<file path="src/rtl/inst_cache_pkg.sv">
// Shared definitions for the direct-mapped instruction cache: geometry defaults
// and the refill FSM state encoding.
package inst_cache_pkg;

  localparam int DEF_INDEX_BITS  = 4;
  localparam int DEF_OFFSET_BITS = 2;

  typedef enum logic [0:0] {
    IC_IDLE   = 1'b0,
    IC_REFILL = 1'b1
  } ic_state_e;

  // Word-aligned base address of the line containing addr.
  function automatic logic [31:0] line_base(input logic [31:0] addr, input int offset_bits);
    logic [31:0] mask;
    mask = 32'hFFFF_FFFF << (offset_bits + 2);
    return addr & mask;
  endfunction

endpackage

</file>
<file path="src/rtl/inst_cache_array.sv">
// Valid/tag/data storage for the instruction cache: combinational read by
// (index, offset), synchronous single-word write, line allocate and valid set.
module icache_array
  import inst_cache_pkg::*;
#(
  parameter int INDEX_BITS  = DEF_INDEX_BITS,
  parameter int OFFSET_BITS = DEF_OFFSET_BITS,
  parameter int TAG_BITS    = 32 - INDEX_BITS - OFFSET_BITS - 2
) (
  input  logic                   i_clk,
  input  logic                   i_rst,
  input  logic [INDEX_BITS-1:0]  i_rd_index,
  input  logic [OFFSET_BITS-1:0] i_rd_offset,
  output logic                   o_rd_valid,
  output logic [TAG_BITS-1:0]    o_rd_tag,
  output logic [31:0]            o_rd_word,
  input  logic                   i_alloc_en,
  input  logic [INDEX_BITS-1:0]  i_alloc_index,
  input  logic [TAG_BITS-1:0]    i_alloc_tag,
  input  logic                   i_wr_en,
  input  logic [INDEX_BITS-1:0]  i_wr_index,
  input  logic [OFFSET_BITS-1:0] i_wr_offset,
  input  logic [31:0]            i_wr_data,
  input  logic                   i_valid_set
);

  localparam int LINES = 1 << INDEX_BITS;
  localparam int WORDS = 1 << OFFSET_BITS;

  logic [LINES-1:0]    r_valid;
  logic [TAG_BITS-1:0] r_tag  [LINES];
  logic [31:0]         r_data [LINES*WORDS];

  assign o_rd_valid = r_valid[i_rd_index];
  assign o_rd_tag   = r_tag[i_rd_index];
  assign o_rd_word  = r_data[{i_rd_index, i_rd_offset}];

  // Allocation invalidates the line until its final word marks it valid again.
  always_ff @(posedge i_clk) begin
    if (i_rst) begin
      r_valid <= '0;
    end else if (i_alloc_en) begin
      r_valid[i_alloc_index] <= 1'b0;
    end else if (i_wr_en && i_valid_set) begin
      r_valid[i_wr_index] <= 1'b1;
    end
  end

  always_ff @(posedge i_clk) begin
    if (i_alloc_en) begin
      r_tag[i_alloc_index] <= i_alloc_tag;
    end
  end

  always_ff @(posedge i_clk) begin
    if (i_wr_en) begin
      r_data[{i_wr_index, i_wr_offset}] <= i_wr_data;
    end
  end

endmodule

</file>
<file path="src/rtl/inst_cache.sv">
// Direct-mapped read-only instruction cache: registered fetch response,
// combinational lookup port, and word-by-word line refill from memory.
module inst_cache
  import inst_cache_pkg::*;
#(
  parameter int INDEX_BITS  = DEF_INDEX_BITS,
  parameter int OFFSET_BITS = DEF_OFFSET_BITS
) (
  input  logic        clk,
  input  logic        rst,
  input  logic        rdy,
  input  logic        fetch_enable,
  input  logic [31:0] cache_pc,
  output logic        cache_valid,
  output logic [31:0] cache_inst,
  output logic        hit_valid,
  output logic [31:0] hit_inst,
  input  logic        should_reset,
  output logic        mem_req,
  output logic [31:0] mem_addr,
  input  logic        mem_valid,
  input  logic [31:0] mem_data
);

  localparam int TAG_LSB  = INDEX_BITS + OFFSET_BITS + 2;
  localparam int TAG_BITS = 32 - TAG_LSB;
  localparam logic [OFFSET_BITS-1:0] LAST_WORD = '1;

  ic_state_e               r_state;
  logic                    r_cache_valid;
  logic [31:0]             r_cache_inst;
  logic                    r_mem_req;
  logic [31:0]             r_mem_addr;
  logic [OFFSET_BITS-1:0]  r_count;
  logic [INDEX_BITS-1:0]   r_miss_index;

  logic [OFFSET_BITS-1:0]  w_pc_offset;
  logic [INDEX_BITS-1:0]   w_pc_index;
  logic [TAG_BITS-1:0]     w_pc_tag;
  logic                    w_rd_valid;
  logic [TAG_BITS-1:0]     w_rd_tag;
  logic [31:0]             w_rd_word;
  logic                    w_hit;
  logic                    w_live;
  logic                    w_alloc;
  logic                    w_wr_en;
  logic                    w_last;
  logic                    w_unused;

  assign w_pc_offset = cache_pc[OFFSET_BITS+1:2];
  assign w_pc_index  = cache_pc[TAG_LSB-1:OFFSET_BITS+2];
  assign w_pc_tag    = cache_pc[31:TAG_LSB];
  assign w_unused    = ^cache_pc[1:0];

  assign w_hit  = w_rd_valid && (w_rd_tag == w_pc_tag);
  // A flush or a stalled pipeline blocks every array update in that cycle.
  assign w_live  = rdy && !should_reset;
  assign w_alloc = w_live && (r_state == IC_IDLE) && fetch_enable && !w_hit;
  assign w_wr_en = w_live && (r_state == IC_REFILL) && mem_valid;
  assign w_last  = (r_count == LAST_WORD);

  icache_array #(
    .INDEX_BITS (INDEX_BITS),
    .OFFSET_BITS(OFFSET_BITS),
    .TAG_BITS   (TAG_BITS)
  ) u_array (
    .i_clk        (clk),
    .i_rst        (rst),
    .i_rd_index   (w_pc_index),
    .i_rd_offset  (w_pc_offset),
    .o_rd_valid   (w_rd_valid),
    .o_rd_tag     (w_rd_tag),
    .o_rd_word    (w_rd_word),
    .i_alloc_en   (w_alloc),
    .i_alloc_index(w_pc_index),
    .i_alloc_tag  (w_pc_tag),
    .i_wr_en      (w_wr_en),
    .i_wr_index   (r_miss_index),
    .i_wr_offset  (r_count),
    .i_wr_data    (mem_data),
    .i_valid_set  (w_last)
  );

  assign hit_valid   = w_hit;
  assign hit_inst    = w_rd_word;
  assign cache_valid = r_cache_valid;
  assign cache_inst  = r_cache_inst;
  assign mem_req     = r_mem_req;
  assign mem_addr    = r_mem_addr;

  // Lookup/refill FSM with all fetch and memory-port outputs registered.
  always_ff @(posedge clk) begin
    if (rst) begin
      r_state       <= IC_IDLE;
      r_cache_valid <= 1'b0;
      r_cache_inst  <= 32'h0000_0000;
      r_mem_req     <= 1'b0;
      r_mem_addr    <= 32'h0000_0000;
      r_count       <= '0;
      r_miss_index  <= '0;
    end else if (rdy) begin
      if (should_reset) begin
        r_state       <= IC_IDLE;
        r_cache_valid <= 1'b0;
        r_mem_req     <= 1'b0;
      end else begin
        case (r_state)
          IC_IDLE: begin
            if (fetch_enable && w_hit) begin
              r_cache_valid <= 1'b1;
              r_cache_inst  <= w_rd_word;
            end else if (fetch_enable) begin
              r_cache_valid <= 1'b0;
              r_miss_index  <= w_pc_index;
              r_count       <= '0;
              r_mem_req     <= 1'b1;
              r_mem_addr    <= line_base(cache_pc, OFFSET_BITS);
              r_state       <= IC_REFILL;
            end else begin
              r_cache_valid <= 1'b0;
            end
          end
          IC_REFILL: begin
            r_cache_valid <= 1'b0;
            if (mem_valid) begin
              r_count    <= r_count + 1'b1;
              r_mem_addr <= r_mem_addr + 32'd4;
              if (w_last) begin
                r_mem_req <= 1'b0;
                r_state   <= IC_IDLE;
              end
            end
          end
          default: begin
            r_state   <= IC_IDLE;
            r_mem_req <= 1'b0;
          end
        endcase
      end
    end
  end

endmodule

</file>
<file path="config.mk">
export PLATFORM = sky130hd
export DESIGN_NAME = inst_cache
export DESIGN_NICKNAME = d
export VERILOG_FILES = /design/src/rtl/inst_cache_pkg.sv /design/src/rtl/inst_cache_array.sv /design/src/rtl/inst_cache.sv
export SDC_FILE = /design/constraint.sdc
export NUM_CORES = 2
export LEC_CHECK = 0
export BUFFER_PORTS_ARGS = -buffer_cell sky130_fd_sc_hd__buf_2
export CORE_MARGIN = 3
export CORE_UTILIZATION = 30
export CTS_BUF_LIST = sky130_fd_sc_hd__clkbuf_8
export DETAILED_ROUTE_END_ITERATION = 10
export PLACE_DENSITY = 0.48
export SLEW_MARGIN = 15
export SYNTH_ARGS = -nofsm -noshare
export SYNTH_HDL_FRONTEND = slang
export SYNTH_HIERARCHICAL = 1
export SYNTH_SLANG_ARGS = --single-unit
</file>
<file path="constraint.sdc">
create_clock -name clk -period 10.4 [get_ports clk]
set_clock_uncertainty 0.05 [all_clocks]
set_input_delay 0.52 -clock clk [delete_from_list [all_inputs] [get_ports clk]]
set_output_delay 0.52 -clock clk [all_outputs]
set_load 0.01 [all_outputs]
</file>
Word-level counts from Yosys, hierarchy flattened

Memories as Yosys holds them, arrays and structs flattened.
Index checks and enable logic that the tools add are counted.

Flip-flop bits (word level): 89
Bits in writable memories: 2,432
Input bits: 70
Output and inout port bits: 99
Logic and storage cells: 84
Memories: 2

Add/subtract/negate cells: 2
Order comparisons: 4
Equality and inequality tests: 9
Multiplexer cells: 35
Bitwise operators: 6
Reductions and logical operators: 18

Memories:

| memory         | words | width | rd ports | clocked after Yosys merged registers in | write ports | line                   | source |
|---|---|---|---|---|---|---|---|
| u_array.r_data | 64    | 32    | 1        | 0                                       | 1           | inst_cache_array.sv:32 | `logic [31:0] r_data [LINES*WORDS];` |
| u_array.r_tag  | 16    | 24    | 1        | 0                                       | 1           | inst_cache_array.sv:31 | `logic [TAG_BITS-1:0] r_tag [LINES];` |

Operators with widths:

| kind                                                   | count |
|---|---|
| 2-to-1 mux 32 bit                                      | 3 |
| one-hot mux 32 bit (2 select lines)                    | 1 |
| adder 32 x 3 -> 32 bit (second input constant)         | 1 |
| 2-to-1 mux 16 bit                                      | 2 |
| == test 24 bit                                         | 1 |
| 2-to-1 mux 1 bit                                       | 19 |
| AND 16 bit                                             | 1 |
| inverter 16 bit                                        | 1 |
| OR 16 bit                                              | 1 |
| AND reduction 5 bit                                    | 3 |
| logical AND 1 bit                                      | 11 |
| < comparator 4 x 5 -> 1 bit (second input constant)    | 2 |
| inequality test 3 bit (second input constant)          | 3 |
| demux 1 bit (select 4 bit)                             | 2 |
| >= comparator 4 x 1 -> 1 bit (second input constant)   | 2 |
| 2-to-1 mux 2 bit                                       | 3 |
| inequality test 2 bit (second input constant)          | 3 |
| one-hot mux 1 bit (2 select lines)                     | 3 |
| binary-select mux 1 bit (select 4 bit)                 | 1 |
| one-hot mux 2 bit (2 select lines)                     | 1 |
| AND reduction 4 bit                                    | 1 |
| inequality test 3 x 2 -> 1 bit (second input constant) | 1 |
| inverter 1 bit                                         | 3 |
| adder 2 x 1 -> 2 bit (second input constant)           | 1 |
| other kinds (3)                                        | 4 |

Longest topological paths before layout

Word-level depth: 7
Mapped depth: 14
Depth with buffers taken out: 10

Cells and area by module

Netlist, hierarchy kept.

Modules (own cells, without submodules):

| module       | times used | cells each | area each (um^2) | sequential area each (um^2) |
|---|---|---|---|---|
| icache_array | 1          | 3,949      | 93,392.1         | 73,350.3 |
| inst_cache   | 1          | 420        | 3,753.6          | 1,421.4 |

Worst setup path before layout

Ideal clock, no wire load.

Path type: input to register
From: input port cache_pc[4]
To: memory u_array/r_tag[0][0] (netlist bit) (enable)
Library setup time: 0.438 ns
Arrival: 5.388 ns
Data required time: 9.912 ns
Slack: 4.524 ns
Cell stages on the path: 11
Path buffers: 3
Cells stage by stage: buf_2 -> buf_1 -> mux4_2 -> mux4_2 -> xnor2_1 -> nand4_1 -> nor4_4 -> a21oi_2 -> or3b_2 -> clkbuf_1 -> nor3_1

Word-level cells in the longest chain between the ends: 7
Elaborated cells between the ends (all ways): 9
Classes of those cells: eq/ne: 1; mux: 4; reduce/logical: 3; memory: 1

Ends and longest elaborated chain:

| element                                | line                   | source |
|---|---|---|
| start, declared                        | inst_cache.sv:13       | `input logic [31:0] cache_pc,` |
| memory (16 x 24 bit)                   | -                      |  |
| via w_rd_tag[19]                       | inst_cache.sv:41       | `logic [TAG_BITS-1:0] w_rd_tag;` |
| == test 24 bit                         | inst_cache.sv:55       | `assign w_hit = w_rd_valid && (w_rd_tag == w_pc_tag);` |
| logical AND 1 bit                      | inst_cache.sv:55       |  |
| logical NOT 1 bit                      | inst_cache.sv:58       | `assign w_alloc = w_live && (r_state == IC_IDLE) && fetch_enable && !w_hit;` |
| logical AND 1 bit                      | inst_cache.sv:58       |  |
| via w_alloc                            | inst_cache.sv:45       | `logic w_alloc;` |
| 2-to-1 mux 1 bit                       | inst_cache_array.sv:50 | `if (i_alloc_en) begin` |
| 2-to-1 mux 1 bit (implied by the code) | inst_cache_array.sv:51 | `r_tag[i_alloc_index] <= i_alloc_tag;` |
| end, declared                          | inst_cache_array.sv:31 |  |

The timed path passes the listed nets, and every way through them passes these cells. The select of a mux whose other input is x is not followed.

Worst setup path in the final report

From: input port cache_pc[4]
To: output port hit_inst[4]

Word-level cells in the longest chain between the ends: 1

Ends and longest elaborated chain:

| element              | line             | source |
|---|---|---|
| memory (64 x 32 bit) | -                |  |
| end, declared        | inst_cache.sv:17 | `output logic [31:0] hit_inst,` |

No other way between the ends.

==> flow_metrics.py <==
metrics = {
    "clock_tree": {
        "cts_max_level": 5,
        "clk_pin_slew_ns": 0.06,
        "cts_setup_buffers": 0,
        "clock_latency_ns": 1.08,
        "cts_sinks": 2519,
        "cts_inserted_buffers": 427,
        "root_buffer": "clkbuf_8",
        "clockBufferDepth": 4,
        "cts_resized": 0,
        "cts_tree": "yes",
    },
    "sta": {
        "final-setup-viol-count": 0,
        "relSlewSlack": 0.152,
        "maxClockFrequency_mhz": 178,
        "hold_viol": 0,
        "maxSlewViolCount": 0,
        "rsz0062_at_grt": "false",
        "worst_slack_ns": 4.77,
        "hold_slack_ns": 0.169,
        "period_share": 0.542,
        "worst_pin_slew_ns": 1.27,
        "fin_tns_setup_ns": 0,
        "fin_crit_ns": 5.63,
    },
    "synth": {
        "synthesis.area_um2": 97100,
        "ys_ff_latch": 2519,
        "yosysWarningCount": 6,
        "synth_edf_count": 2432,
        "synth_cell_types": 74,
        "yosysTopAreaCell": "edfxtp_1",
        "synth.avg_cell_area_um2": 22.2,
        "syn_inst": 4369,
        "synthTopCellsByArea": "edfxtp_1, mux4_2, dfxtp_1",
        "synth_top_area_frac": 0.752,
        "synth_ff_type": "edfxtp_1",
        "async_flop_share": 0,
        "synthTopCellsByCount": "edfxtp_1, mux4_2, nor2_1",
        "ys_seq_area_frac": 0.770,
        "yosysMostFrequentCell": "edfxtp_1",
    },
    "worst_setup_path": {
        "arrival_ns": 5.06,
        "crit_path_start_kind": "input port",
        "path_max_fanout": 81,
        "rr_worst_depth": 8,
        "reg2reg_from": "u_array/r_tag[15][19]",
        "r2r-end": "u_array/r_tag[15][16]",
        "crit_type": "in2out",
        "crit_required_ns": 9.83,
        "rrSetupSlack_ns": 5.39,
        "end_kind": "output port",
    },
    "min_path": {
        "hold_start": "mem_data[28]",
        "min_to": "u_array/r_data[31][28]",
        "whs_path_depth": 1,
        "hold_class": "in2reg",
    },
    "run_status": {
        "status": "completed",
    },
    "die": {
        "ios": 169,
        "design.core.area_um2": 322000,
        "die_area_um2": 331000,
        "start_util": 0.302,
        "die_y_um": 575,
        "fp.dieW_um": 575,
        "std_cell_rows": 208,
    },
    "cells_and_area": {
        "final-seq-area_um2": 74800,
        "final_nets": 4982,
        "design_area_um2": 112000,
        "syn_to_final_growth_pct": 15.4,
        "fin_cells": 9546,
        "multi_input_area_um2": 21700,
        "nFillCells": 30100,
        "layout-drive-gt1-share": 0.304,
    },
    "grt": {
        "grt_max_degree": 114,
        "grt_use_total": 0.155,
        "grt_pass1_wl_mm": 374,
        "antenna_found_initial": 13,
        "grt_pass1_vias": 50000,
        "grt_overflow": 0,
    },
    "drt": {
        "drc_errors": 0,
        "vias_per_cell": 4.99,
        "wl_per_cell_um": 27.5,
        "wl_mm": 263,
        "ant_nets": 0,
        "via_count": 47600,
        "drt-pass1-iter-count": 5,
        "drt_iter0_drc": 3873,
    },
    "placed_design": {
        "placed_cells": 8725,
        "port_buffers": 164,
        "routabilityCongestion": 0.773,
        "dpl.hpwl_mm": 142,
        "dp_slack_ns": 3.73,
        "place_area_um2": 104000,
    },
    "power": {
        "ir_drop_v": 0.000110,
        "leakage_nw": 35.2,
        "powerDensity_nw_per_um2": 180,
    },
    "flow_run": {
        "drv_cap": 0,
    },
}
[layout by cell type (no fill, tap or decap), drive strengths merged, types with 32 or more instances in the layout]
cell type    count
nand2           73
buf            295
dfxtp           87
nor2           128
mux2i           98
mux4           657
dlygate4sd3     59
nor2b           41
nand3           77
inv            190
a22oi           87
clkbuf         437
a21oi           44
o22ai           34
o21ai           32
clkinv         126
edfxtp        2432
[worst max-delay path by stage]
stage	start	end	slack (ns)	cells after the start
finish	cache_pc[4]	hit_inst[4]	4.77	10
detailed placement	cache_pc[4]	u_array/r_tag[15][20]	3.73	10
CTS	cache_pc[4]	hit_inst[30]	4.66	10
global placement	cache_pc[4]	u_array/r_tag[15][13]	3.73	10
floorplan	cache_pc[4]	u_array/r_tag[0][0]	4.52	11
global route	cache_pc[4]	hit_inst[29]	4.54	10
[flip-flops by register name, indices dropped and copies added, names as in the netlist]
| register | count |
|---|---|
| r_miss_index | 4 |
| u_array/r_tag | 384 |
| mem_addr | 30 |
| cache_inst | 32 |
| u_array/r_data | 2048 |
| u_array/r_valid | 16 |
| r_state | 1 |
| mem_req | 1 |
| r_count | 2 |
| cache_valid | 1 |
[through the flow]
| step | total power, mW | util |
|---|---|---|
| after floorplan | 11.9 | - |
| after global placement | 12.4 | 0.323 |
| after detailed placement | 12.4 | 0.323 |
| after CTS | 20.4 | 0.348 |
| after global routing | 21.0 | 0.348 |
| final | 20.1 | 0.348 |
[critical path, cell delays in order]
cell and delay (ns):
buf_8 0.56, buf_12 0.57, buf_4 0.62, and2_2 0.26
buf_4 0.57, a22oi_1 0.20, nand3_1 0.26, o21ai_0 0.13
a21oi_1 0.76, buf_2 0.27
[layout make-up]
| type | count | share of cell area |
|---|---|---|
| Multi-Input combinational cell | 1598 | 0.194 |
| Clock buffer | 437 | 0.0537 |
| Inverter | 10 | 0.000335 |
| Sequential cell | 2519 | 0.667 |
| Timing Repair Buffer | 354 | 0.0230 |
| Clock inverter | 317 | 0.0136 |
| Antenna cell | 6 | 0.000134 |
| Tap cell | 4305 | 0.0481 |
[per-layer routing]
metal,GRT usage,wire length (µm),up-vias
met2,0.258,129000,1395
met5,0,61,-
met4,0.0393,5380,10
met3,0.0241,13500,393
met1,0.214,114000,26100
li1,-,-,19800
[cells by family after synthesis]
family,share of synthesized area
AO/OA/AOI/OAI,0.0264
XOR/XNOR,0.00216
adder cells (fa/ha/maj),0.000258
buffers and inverters,0.0132
flip-flops,0.770
multiplexers,0.166
other,0.0000386
AND/OR/NAND/NOR,0.0223
[report_power, final]
part	switching, mW	internal, mW
Sequential	0.0123	11.1
Combinational	0.639	0.378
Clock	3.96	4.01
[timing repair]
item / in CTS / in global routing
hold buffers: 44 / 15
hold endpoints to repair: 740 / 689
setup endpoints to repair: 0 / 0
(Power assumes the default switching activity.)
